--- config.mk ---
export PLATFORM = sky130hd
export DESIGN_NAME = accumulator_ctrl_flat
export DESIGN_NICKNAME = d
export VERILOG_FILES = /design/src/rtl/accumulator_ctrl_pkg.sv /design/src/rtl/accumulator_ctrl_if.sv /design/src/rtl/accumulator_ctrl_rr_arbiter.sv /design/src/rtl/accumulator_ctrl.sv /design/src/flat_wrapper.sv
export SDC_FILE = /design/constraint.sdc
export NUM_CORES = 1
export LEC_CHECK = 0
export CAP_MARGIN = 20
export CORE_MARGIN = 3
export CORE_UTILIZATION = 40
export CTS_CLUSTER_SIZE = 20
export DETAILED_ROUTE_END_ITERATION = 6
export PLACE_DENSITY = 0.79
export SYNTH_ARGS = -nofsm -noshare
export SYNTH_HDL_FRONTEND = slang
export SYNTH_SLANG_ARGS = --single-unit
--- constraint.sdc ---
create_clock -name clk -period 1.52 [get_ports clk]
set_input_delay 0.304 -clock clk [delete_from_list [all_inputs] [get_ports clk]]
set_output_delay 0.304 -clock clk [all_outputs]
set_load 0.1 [all_outputs]
--- src/rtl/accumulator_ctrl_pkg.sv ---
// Shared types and helpers for the accumulator sequencer/arbiter.
// State encodings are fixed so board-level debug displays can decode them.
package accumulator_ctrl_pkg;

  typedef enum logic [1:0] {
    ST_IDLE  = 2'd0,
    ST_ISSUE = 2'd1,
    ST_CHECK = 2'd2,
    ST_CLEAR = 2'd3
  } state_t;

  localparam int OPCNT_W = 8;

  // Saturating increment for the operation counter.
  function automatic logic [OPCNT_W-1:0] sat_inc(input logic [OPCNT_W-1:0] v);
    return (v == {OPCNT_W{1'b1}}) ? v : v + OPCNT_W'(1);
  endfunction

endpackage

--- src/rtl/accumulator_ctrl_if.sv ---
// Requester-side bus of the accumulator sequencer.
// Handshake: req[i] is a level request with op_data[i*N +: N] held stable while it is high;
// the controller answers with a single-cycle gnt[i] pulse, after which the requester may drop
// or replace req[i]/op_data. A req still high when the controller is idle counts as a new request.
interface accumulator_ctrl_if #(
  parameter int N    = 8,
  parameter int NREQ = 2
) ();

  logic [NREQ-1:0]   req;
  logic [NREQ*N-1:0] op_data;
  logic              clr_req;
  logic [NREQ-1:0]   gnt;

  modport master (
    output req,
    output op_data,
    output clr_req,
    input  gnt
  );

  modport slave (
    input  req,
    input  op_data,
    input  clr_req,
    output gnt
  );

endinterface

--- src/rtl/accumulator_ctrl_rr_arbiter.sv ---
// Combinational round-robin pick: first set request scanning upward from ptr, modulo NREQ.
// The pointer register itself lives in the controller.
module accumulator_ctrl_rr_arbiter #(
  parameter int NREQ = 2,
  parameter int PW   = (NREQ > 1) ? $clog2(NREQ) : 1
) (
  input  logic [NREQ-1:0] req,
  input  logic [PW-1:0]   ptr,
  output logic            any,
  output logic [PW-1:0]   winner,
  output logic [NREQ-1:0] onehot
);

  logic [PW:0]   scan;
  logic [PW-1:0] idx;

  always_comb begin
    any    = 1'b0;
    winner = '0;
    onehot = '0;
    scan   = '0;
    idx    = '0;
    for (int i = 0; i < NREQ; i++) begin
      // Wrap explicitly so non-power-of-two NREQ still scans modulo NREQ.
      scan = {1'b0, ptr} + (PW + 1)'(i);
      if (scan >= (PW + 1)'(NREQ)) begin
        scan = scan - (PW + 1)'(NREQ);
      end
      idx = scan[PW-1:0];
      if (!any && req[idx]) begin
        any         = 1'b1;
        winner      = idx;
        onehot[idx] = 1'b1;
      end
    end
  end

endmodule

--- src/rtl/accumulator_ctrl.sv ---
// Sequencer/arbiter that shares one free-running accumulator between NREQ requesters:
// one operand per transaction on acc_a, zero otherwise, plus clears and sticky status.
import accumulator_ctrl_pkg::*;

module accumulator_ctrl #(
  parameter int N    = 8,
  parameter int NREQ = 2
) (
  input  logic                clk,
  input  logic                rst_n,
  accumulator_ctrl_if.slave   bus,
  input  logic [N-1:0]        acc_s,
  input  logic                acc_cout,
  input  logic                acc_ovf,
  output logic [N-1:0]        acc_a,
  output logic                acc_rst_n,
  output logic                busy,
  output logic                carry_stky,
  output logic                ovf_stky,
  output logic [OPCNT_W-1:0]  op_count,
  output logic [N-1:0]        result,
  output state_t              dbg_state
);

  localparam int PW = (NREQ > 1) ? $clog2(NREQ) : 1;

  state_t          state;
  state_t          state_nxt;
  logic [PW-1:0]   rr_ptr;
  logic [PW-1:0]   ptr_nxt;
  logic            arb_any;
  logic [PW-1:0]   arb_winner;
  logic [NREQ-1:0] arb_onehot;
  logic [NREQ-1:0] gnt_q;
  logic            take_op;

  accumulator_ctrl_rr_arbiter #(
    .NREQ (NREQ),
    .PW   (PW)
  ) u_arb (
    .req    (bus.req),
    .ptr    (rr_ptr),
    .any    (arb_any),
    .winner (arb_winner),
    .onehot (arb_onehot)
  );

  // Clear has priority over any pending request in IDLE.
  assign take_op = (state == ST_IDLE) && !bus.clr_req && arb_any;
  assign ptr_nxt = (arb_winner == PW'(NREQ - 1)) ? '0 : arb_winner + PW'(1);

  always_ff @(posedge clk) begin
    if (!rst_n) begin
      state <= ST_IDLE;
    end else begin
      state <= state_nxt;
    end
  end

  always_comb begin
    state_nxt = state;
    case (state)
      ST_IDLE: begin
        if (bus.clr_req) begin
          state_nxt = ST_CLEAR;
        end else if (arb_any) begin
          state_nxt = ST_ISSUE;
        end
      end
      ST_ISSUE: state_nxt = ST_CHECK;
      ST_CHECK: state_nxt = ST_IDLE;
      ST_CLEAR: state_nxt = ST_IDLE;
      default:  state_nxt = ST_IDLE;
    endcase
  end

  always_ff @(posedge clk) begin
    if (!rst_n) begin
      rr_ptr     <= '0;
      acc_a      <= '0;
      gnt_q      <= '0;
      carry_stky <= 1'b0;
      ovf_stky   <= 1'b0;
      op_count   <= '0;
      result     <= '0;
    end else begin
      // acc_a and gnt are only non-zero for the single ISSUE cycle.
      acc_a <= '0;
      gnt_q <= '0;
      if (take_op) begin
        acc_a  <= bus.op_data[arb_winner*N +: N];
        gnt_q  <= arb_onehot;
        rr_ptr <= ptr_nxt;
      end
      case (state)
        ST_CHECK: begin
          result     <= acc_s;
          carry_stky <= carry_stky | acc_cout;
          ovf_stky   <= ovf_stky | acc_ovf;
          op_count   <= sat_inc(op_count);
        end
        ST_CLEAR: begin
          result     <= '0;
          carry_stky <= 1'b0;
          ovf_stky   <= 1'b0;
          op_count   <= '0;
        end
        default: ;
      endcase
    end
  end

  assign bus.gnt   = gnt_q;
  assign acc_rst_n = rst_n & (state != ST_CLEAR);
  assign busy      = (state != ST_IDLE);
  assign dbg_state = state;

endmodule

--- src/flat_wrapper.sv ---
// flat-port wrapper written by rule: the top's interface ports become plain ports
module accumulator_ctrl_flat 
#(
  parameter int N    = 8,
  parameter int NREQ = 2
)
  (clk, rst_n, acc_s, acc_cout, acc_ovf, acc_a, acc_rst_n, busy, carry_stky, ovf_stky, op_count, result, dbg_state, bus_req, bus_op_data, bus_clr_req, bus_gnt);
  accumulator_ctrl_if #(.N(N), .NREQ(NREQ)) bus_i ();
  input  logic clk;
  input  logic rst_n;
  input  logic [N-1:0] acc_s;
  input  logic acc_cout;
  input  logic acc_ovf;
  output logic [N-1:0] acc_a;
  output logic acc_rst_n;
  output logic busy;
  output logic carry_stky;
  output logic ovf_stky;
  output logic [OPCNT_W-1:0] op_count;
  output logic [N-1:0] result;
  output state_t dbg_state;
  input wire logic [$bits(bus_i.req)-1:0] bus_req;
  input wire logic [$bits(bus_i.op_data)-1:0] bus_op_data;
  input wire logic [$bits(bus_i.clr_req)-1:0] bus_clr_req;
  output wire logic [$bits(bus_i.gnt)-1:0] bus_gnt;
  assign bus_i.req = bus_req;
  assign bus_i.op_data = bus_op_data;
  assign bus_i.clr_req = bus_clr_req;
  assign bus_gnt = bus_i.gnt;
  accumulator_ctrl #(.N(N), .NREQ(NREQ)) u_core (.clk(clk), .rst_n(rst_n), .bus(bus_i), .acc_s(acc_s), .acc_cout(acc_cout), .acc_ovf(acc_ovf), .acc_a(acc_a), .acc_rst_n(acc_rst_n), .busy(busy), .carry_stky(carry_stky), .ovf_stky(ovf_stky), .op_count(op_count), .result(result), .dbg_state(dbg_state));
endmodule
-- After elaboration in Yosys (flattened, before gate mapping)
Index checks and enable logic that the tools add are counted.
- equality and inequality tests: 7
- multipliers: 0
- magnitude comparators: 6
- shifts and indexed selects: 1
- bitwise operators: 4
- divide/modulo/power cells: 0
- add/subtract/negate cells: 5
- mux-type cells: 25
- reductions and logical operators: 13
- operators by type and width (kind ; number):
    $pmux 8 s2 ; 2
    $shiftx 16x5->8 ; 1
    $mux 1 ; 13
    $add 8x1->8 const B ; 1
    $eq 8x8->1 const B ; 1
    $mux 2 ; 4
    $mux 8 ; 1
    $pmux 2 s3 ; 1
    $logic_and 1x1->1 ; 5
    $eq 2x2->1 const B ; 2
    $lt 1x2->1 const B ; 2
    $ne 2x2->1 const B ; 2
    $pmux 1 s2 ; 2
    $reduce_and 2->1 ; 2
    $reduce_bool 2->1 ; 2
    $ne 3x2->1 const B ; 1
    $add 1x1->2 const B ; 1
    $demux 1 s1 ; 2
    $eq 2x1->1 const B ; 1
    $ge 1x1->1 const B ; 2
    $ge 1x2->1 const B ; 1
    $ge 2x2->1 const B ; 1
    $logic_not 1->1 ; 2
    $logic_not 2->1 ; 1
    other kinds (6) ; 8
- word-level logic and storage cells: 69
- ROM bits: 0
- flip-flop bits (word level): 31
- bits in latches: 0
- bits in writable memories: 0
- output and inout port bits: 32
- memories: 0

-- Depth between registers and ports, before layout
- word-level depth: 11
- gate-level depth with buffers: 6
- gate-level depth less buffers: 5

-- Hierarchy
Synthesis repeated with hierarchy kept, for this count alone.
- cell total of the unflattened synthesis: 143
- area total of the unflattened synthesis: 1341.3 um2
- modules (own cells, without submodules) (module ; area each (um2) ; cells an instance ; times used ; sequential area each (um2)):
    accumulator_ctrl ; 1308.8 ; 138 ; 1 ; 620.6
    accumulator_ctrl_rr_arbiter ; 32.5 ; 5 ; 1 ; 0.0

-- Worst setup path after synthesis
No wires, ideal clock.
- kind: register -> register
- start point: register u_core.state[1] (netlist: u_core.dbg_state[1])
- end point: register u_core.op_count[3]
- library setup time: 0.176 ns
- period minus slack after synthesis: 2.351 ns
- required time: 1.344 ns
- stages on the path, launching flop included: 7
- setup slack: -0.831 ns
- arrival time: 2.176 ns
- cell sequence: dfxtp_1 buf_2 nand2_1 nand2_1 inv_1 o21ai_0 a31oi_1
- longest elaborated chain between the ends: 3
- elaborated cells on any way between the ends: 6
- ends and longest elaborated chain (what ; RTL line ; RTL):
    start, declared ; accumulator_ctrl.sv:27 ; state_t state;
    start signal, assigned ; accumulator_ctrl.sv:56 ; state <= state_nxt;
    $eq 2x2->1 ; accumulator_ctrl.sv:95 ; case (state)
    $ne 2x2->1 (no line) / $reduce_bool 2->1 (equally long branches) ; -- ;
    $reduce_and 2->1 (no line) ; -- ;
    end signal, assigned ; accumulator_ctrl.sv:100 ; op_count <= sat_inc(op_count);
    end, declared ; accumulator_ctrl.sv:20 ; output logic [OPCNT_W-1:0] op_count,
Several ways; a longest one is shown, not always the timed one.
A chain may end at the register's enable or synchronous reset.

-- Worst setup path after layout
- start point: register u_core.state[0] (netlist: u_core.dbg_state[0])
- end point: output port busy
- longest elaborated chain between the ends: 1
- ends and longest elaborated chain (what ; RTL line ; RTL):
    $reduce_bool 2->1 ; accumulator_ctrl.sv:115 ; assign busy = (state != ST_IDLE);
    end, declared ; flat_wrapper.sv:16 ; output logic busy;
No other way between the ends.

==> run metrics <==
status=complete, no violations; total of flip-flops plus latches after synthesis=31; kind of cell adding the most delay to the critical path=flip-flops; number of vias per cell after detailed routing=between 5 and 6; maximum fanout encountered on the critical timing path=7; wire length of the first global-routing pass=6.69 mm; power per cell area=816 nW/um2; source-to-sink clock delay at the later pin of the worst-skew pair=330 ps; layout overhead on the synthesized area=87.8%; critical path's largest stage delay=390 ps; Ys Warns=0; start point of the worst hold path=u_core.rr_ptr; final-report max-slew violation count=0; main area contributors after synthesis=sky130_fd_sc_hd__dfxtp_1 (47%), sky130_fd_sc_hd__nor2b_1 (5.2%), sky130_fd_sc_hd__nand3b_1 (5.1%), sky130_fd_sc_hd__a21oi_1 (4.9%), sky130_fd_sc_hd__a22oi_1 (4.6%); nature of the critical path startpoint=register; standard cell with the maximum stage delay on the critical path=sky130_fd_sc_hd__dfxtp_4; final setup violation count=0; net count after synthesis=175; number of instances in the synthesized netlist=143; Synth Cell Area=1320 um2; post-detailed-placement cell area=between 2000 and 2500 um2; largest area contributor in the synthesized netlist=sky130_fd_sc_hd__dfxtp_1; final non-filler cell area=approximately 2500 um2; Place WS=-83.8 ps; number of antenna repair diodes=0; final WL=roughly 4.1 mm; estimated wirelength of the detail-placed design=between 2 and 3 mm; number of primary I/O pins=63; post-route DRC violation count=0; slack of the worst reg-to-reg path=130 ps; Die Height=63.4 um; number of clock sinks=31; global-route congestion overflow total=0; critical path required time=between 1000 and 1500 ps; vias in the first global route=1417; source of the worst register-to-register timing path=u_core.op_count[0]; number of violations of the max-capacitance limit=0; antenna violations before repair=0; count of antenna-violating nets left after detailed routing=0; commonest non-fill, non-tap cells in the layout=sky130_fd_sc_hd__buf_12 (32), sky130_fd_sc_hd__clkdlybuf4s50_1 (29), sky130_fd_sc_hd__dfxtp_1 (21); critical path arrival=1170 ps; Peak VDD IR=~640 uV; average instance area after synthesis=9.21 um2; capturing element type of the critical path=output port; Die Span X=63.4 um; Slew @ Worst Pin=402 ps; leakage power total=0.927 nW; worst min-delay path class=reg -> reg; smallest setup slack after layout=41.1 ps; Peak Freq=0.676 GHz; count of distinct cell types in the synthesized netlist=37; number of DRC markers in iteration 0=88; CTS H-Tree Depth=2; kind of critical path=reg -> out; async set-or-reset flop fraction in the synthesized netlist=0%; via total after detailed routing=1430; site row count=20; pin count of the biggest net entering global routing=18; final hold viol count=0; overall fraction of global-route tracks in use=21.2%; number of I/O port buffers=62; core area=3100 um2; worst rel slew slack=73.2%; Clk pin slew, worst setup/hold paths=around 80 ps; cell at the root of the clock tree=sky130_fd_sc_hd__clkbuf_4; buffer depth of the longest clock path=2; RSZ-0062 raised after global routing=no; most common cell after layout, fill and taps aside=sky130_fd_sc_hd__buf_12; worst path cell trace=or2_4, buf_12; Die Outline Area=4020 um2; initial cell density of the core=between 40% and 50%; shortest period the worst path allows=1480 ps; sequential fraction of the synthesis area=47.1%; Wirelength per Cell=15.9 um; TritonCTS Buffers=5; Clock Skews=between 7 and 8 ps; origin of the worst setup path=u_core.dbg_state[0]; fraction of layout instances using a drive strength above 1=33.3%; post-route total power=about 2.0 mW; number of synthesized flops with an enable pin=0; post-synth top area share=roughly 47%; clock tree from TritonCTS=done; most common flop cell mapped by yosys=sky130_fd_sc_hd__dfxtp_1; first-pass iteration count of the detailed router=4; number of nets in the layout=248; period utilisation layout=97.3%; number of buffers and inverters on the critical path=1; final RePlAce weighted congestion=0.906
==> final timing paths <==
| check | endpoint | depth (start not counted) |
|---|---|---|
| max | busy | 2 |
| max reg2reg | u_core.op_count[5] | 4 |
| min | u_core.rr_ptr | 2 |
| min reg2reg | u_core.rr_ptr | 2 |
==> layer usage <==
metal | track usage [%] | vias up | share of wire (%)
met3 | 6.06 | 15 | 7.8
met2 | 35.1 | 73 | 48
met1 | 25.8 | 664 | 41
li1 | - | 678 | -
met5 | 0 | - | 0
met4 | 8.09 | 0 | 2.7
==> per-stage QoR <==
stage               cells  hold slack (ps)  util [%]  setup TNS [ps]
detailed placement    249              502      77.3            -576
floorplan             143              418         -            -296
CTS                   258              525      79.3               0
global route          260              544      79.8               0
finish                260              532      79.8               0
global placement      249              478      77.3           -60.0
==> state kept, by name, indices dropped and copies added (netlist names) <==
register           cells
u_core.carry_stky      1
u_core.op_count        8
u_core.result          8
u_core.ovf_stky        1
u_core.acc_a           8
u_core.bus.gnt         2
u_core.dbg_state       2
u_core.rr_ptr          1
==> synthesized netlist by cell type, types with 2 or more instances <==
cell type                   count
sky130_fd_sc_hd__dfxtp_1       31
sky130_fd_sc_hd__a21oi_1       13
sky130_fd_sc_hd__nor2b_1       11
sky130_fd_sc_hd__o21ai_0       11
sky130_fd_sc_hd__nand3b_1       9
sky130_fd_sc_hd__a22oi_1        8
sky130_fd_sc_hd__clkbuf_1       5
sky130_fd_sc_hd__nand2_1        5
sky130_fd_sc_hd__nor2_1         5
sky130_fd_sc_hd__nand3_1        4
sky130_fd_sc_hd__nor3_1         4
sky130_fd_sc_hd__a31oi_1        3
sky130_fd_sc_hd__inv_1          3
sky130_fd_sc_hd__and4_1         2
sky130_fd_sc_hd__and4_2         2
sky130_fd_sc_hd__buf_2          2
sky130_fd_sc_hd__clkbuf_2       2
sky130_fd_sc_hd__nand4_1        2
sky130_fd_sc_hd__nor3b_1        2
sky130_fd_sc_hd__o2111ai_1      2
==> power by group <==
| group | internal, mW | leakage [nW] | switching, mW |
|---|---|---|---|
| combinational | 0.289 | 0.644 | 0.406 |
| clock | 0.174 | 0.0254 | 0.263 |
| sequential | 0.843 | 0.258 | 0.0452 |
==> worst min-delay path, stage by stage (launching register included) <==
cell and delay (ps):
sky130_fd_sc_hd__dfxtp_1 330, sky130_fd_sc_hd__a21oi_1 110, sky130_fd_sc_hd__nor2_1 50
==> layout make-up <==
class                           count  area (um2)
Timing Repair Buffer               75        1040
Multi-Input combinational cell    100         677
Sequential cell                    31         646
Fill cell                         201         628
Tap cell                           44        55.1
Clock buffer                        7        45.0
Inverter                            3        15.0
==> cell families (layout without fill, tap and decap cells) <==
family,Yosys count,after routing,synth area share [%]
flip-flops,31,31,47.1
AND/OR/NAND/NOR,53,53,25.3
buffers and inverters,12,85,3.80
AO/OA/AOI/OAI,46,46,22.9
adder cells (fa/ha/maj),1,1,0.950
==> repair_timing <==
item,4_1_cts,5_1_grt
setup buffers,2,2
gates resized for setup,2,0
hold buffers,0,0
endpoints found under the setup margin,2,2
Note: power is estimated with default switching activity, not from simulation.
==> edit, RTL diff (same flow settings) <==
Put one more register stage on the output `dbg_state`. The value now appears one clock later. The other outputs are not delayed to match.
--- a/src/rtl/accumulator_ctrl.sv
+++ b/src/rtl/accumulator_ctrl.sv
@@ -113,7 +113,9 @@
   assign bus.gnt   = gnt_q;
   assign acc_rst_n = rst_n & (state != ST_CLEAR);
   assign busy      = (state != ST_IDLE);
-  assign dbg_state = state;
+  always_ff @(posedge clk) begin
+    dbg_state <= state;
+  end
 
 endmodule
 
Check against the original RTL: not equivalent (Yosys sat finds a counterexample within 4 cycles, from zero or initial values and one cycle with rst_n low).
==> edit against the original RTL <==
  * Sequential cell count up 2
  * Sequential power grew 5.5%
  * Synthesized cell count is 10% higher
  * Worst setup slack better by 40 ps
  * Wire length shrank 1.7%
  * Power increased by 6.2%
  * Final area increased by 5.4%
  * Synthesized area increased by 7.0%
  * Via count is 2.8% higher
  * Register-to-register slack worse by 50 ps
  * Critical path depth increased by 2
==> edit: results (changes against the original RTL) <==
status=complete, no violations; fillers=215 (+7.0%); peak supply drop=0.000627 V (-2.3%); synth unique cells=41 (+11%); Critical Path Fanout Max=5 (-2); vias in the first global route=1411 (-0.42%); peak per-stage delay on the critical path=400 ps; ratio of cells with drive above 1 in the final layout=0.336 (+0.00280); Worst-path clk slew=100 ps (+20 ps); HPWL Detailed=3.11 mm (+4.0%); GRT Resource Usage Total=0.201 (-0.0110); global placer's final weighted congestion=0.890 (-1.9%); Worst Skew=8.66 ps (+0.890 ps); first-pass GRT wire length=6.41 mm (-4.2%); register area share after synthesis=0.469 (-0.00253); normalized max-slew margin=0.736 (+0.00428); Top Family by Delay on Critical Path=compound AO/OA/AOI/OAI gates; Net Count, Synth=190 (+8.6%); Port-buffer cells=62 (unchanged); CP Data Arrival Time=1720 ps (+550 ps); number of vias in the routed layout=1470 (+2.8%); LEAKAGE=1.03 nW (+11%); most instantiated cells after synthesis=33 x dfxtp_1, 20 x a21oi_1, 17 x nor2_1; P_sw=0.761 mW (+6.6%); nets=269 (+8.5%); Routed wire per std cell=14.4 µm (-9.3%); Initial DRC Count=141 (+60%); Area contributors post-synth=dfxtp_1 47%, a21oi_1 7.1%, nor2_1 4.5%
[edit: cell count changes after synthesis, sizes merged, moves of 3 or more]
cell | unedited run | this run
a21oi | 13 | 20
a22oi | 8 | 0
mux2i | 0 | 3
nor2 | 5 | 17
[edit: what timing repair did]
item | CTS | global route
endpoints found under the setup margin | 2 | 14
resized for setup | 5 | 4
hold buffers | 0 | 0
pin swaps | 0 | 2
buffers inserted | 2 | 3
[edit: path summary, 6_finish.rpt]
path	cells past startpoint	endpoint	slack [ps]	startpoint
worst max-delay path	4	u_core.op_count[5]	80	u_core.op_count[0]
worst min-delay path	0	u_core.dbg_state[0]	410	u_core.state[0]
worst max register to register	4	u_core.op_count[5]	80	u_core.op_count[0]
worst min register to register	0	u_core.dbg_state[0]	410	u_core.state[0]
[edit: through the flow]
step	cell area, µm²	std cells	hold WS, ps	utilization	setup WS, ps
after floorplan	1450	158	385	-	0.221
after global placement	2500	269	482	0.780	-208
after detailed placement	2500	269	498	0.780	-229
after CTS	2570	279	412	0.802	12.9
after global routing	2610	282	422	0.814	-30.1
final	2610	282	408	0.814	81.0
[edit: worst reg2reg max path, cell delays in order, from the launching register on]
cell	delay, ps
dfxtp_4	400
ha_4	180
nand4_1	260
o21ai_4	330
o221a_2	220
[edit: cell families (layout without fill, tap and decap cells)]
family | Yosys count | in the layout | synth area share
adder cells (fa/ha/maj) | 1 | 1 | 0.00887
buffers and inverters | 14 | 94 | 0.0488
flip-flops | 33 | 33 | 0.468
AND/OR/NAND/NOR | 66 | 66 | 0.280
multiplexers | 3 | 3 | 0.0213
AO/OA/AOI/OAI | 41 | 41 | 0.173
[edit: final cells by class]
type / count / share of cell area
clock buffers: 6 / 0.0158
clock inverters: 2 / 0.00384
inverters: 5 / 0.00864
multi-input cells: 111 / 0.272
flip-flops and latches: 33 / 0.264
well taps: 44 / 0.0211
repair buffers: 81 / 0.415
[edit: power groups by stage]
stage	clock (mW)	sequential (mW)	combinational, mW
after detailed placement	0	0.969	0.706
after floorplan	0	1.17	0.186
final	0.473	0.938	0.736
after global placement	0	0.968	0.691
after CTS	0.483	0.942	0.722
after global routing	0.531	0.943	0.764
[edit: layer usage]
metal  global-route usage  share of wire  vias to the layer above
met3               0.0803          0.065                        7
li1                     -              -                      718
met2                0.360           0.51                       47
met5                    0              0                        -
met4               0.0699          0.014                        0
met1                0.210           0.41                      698
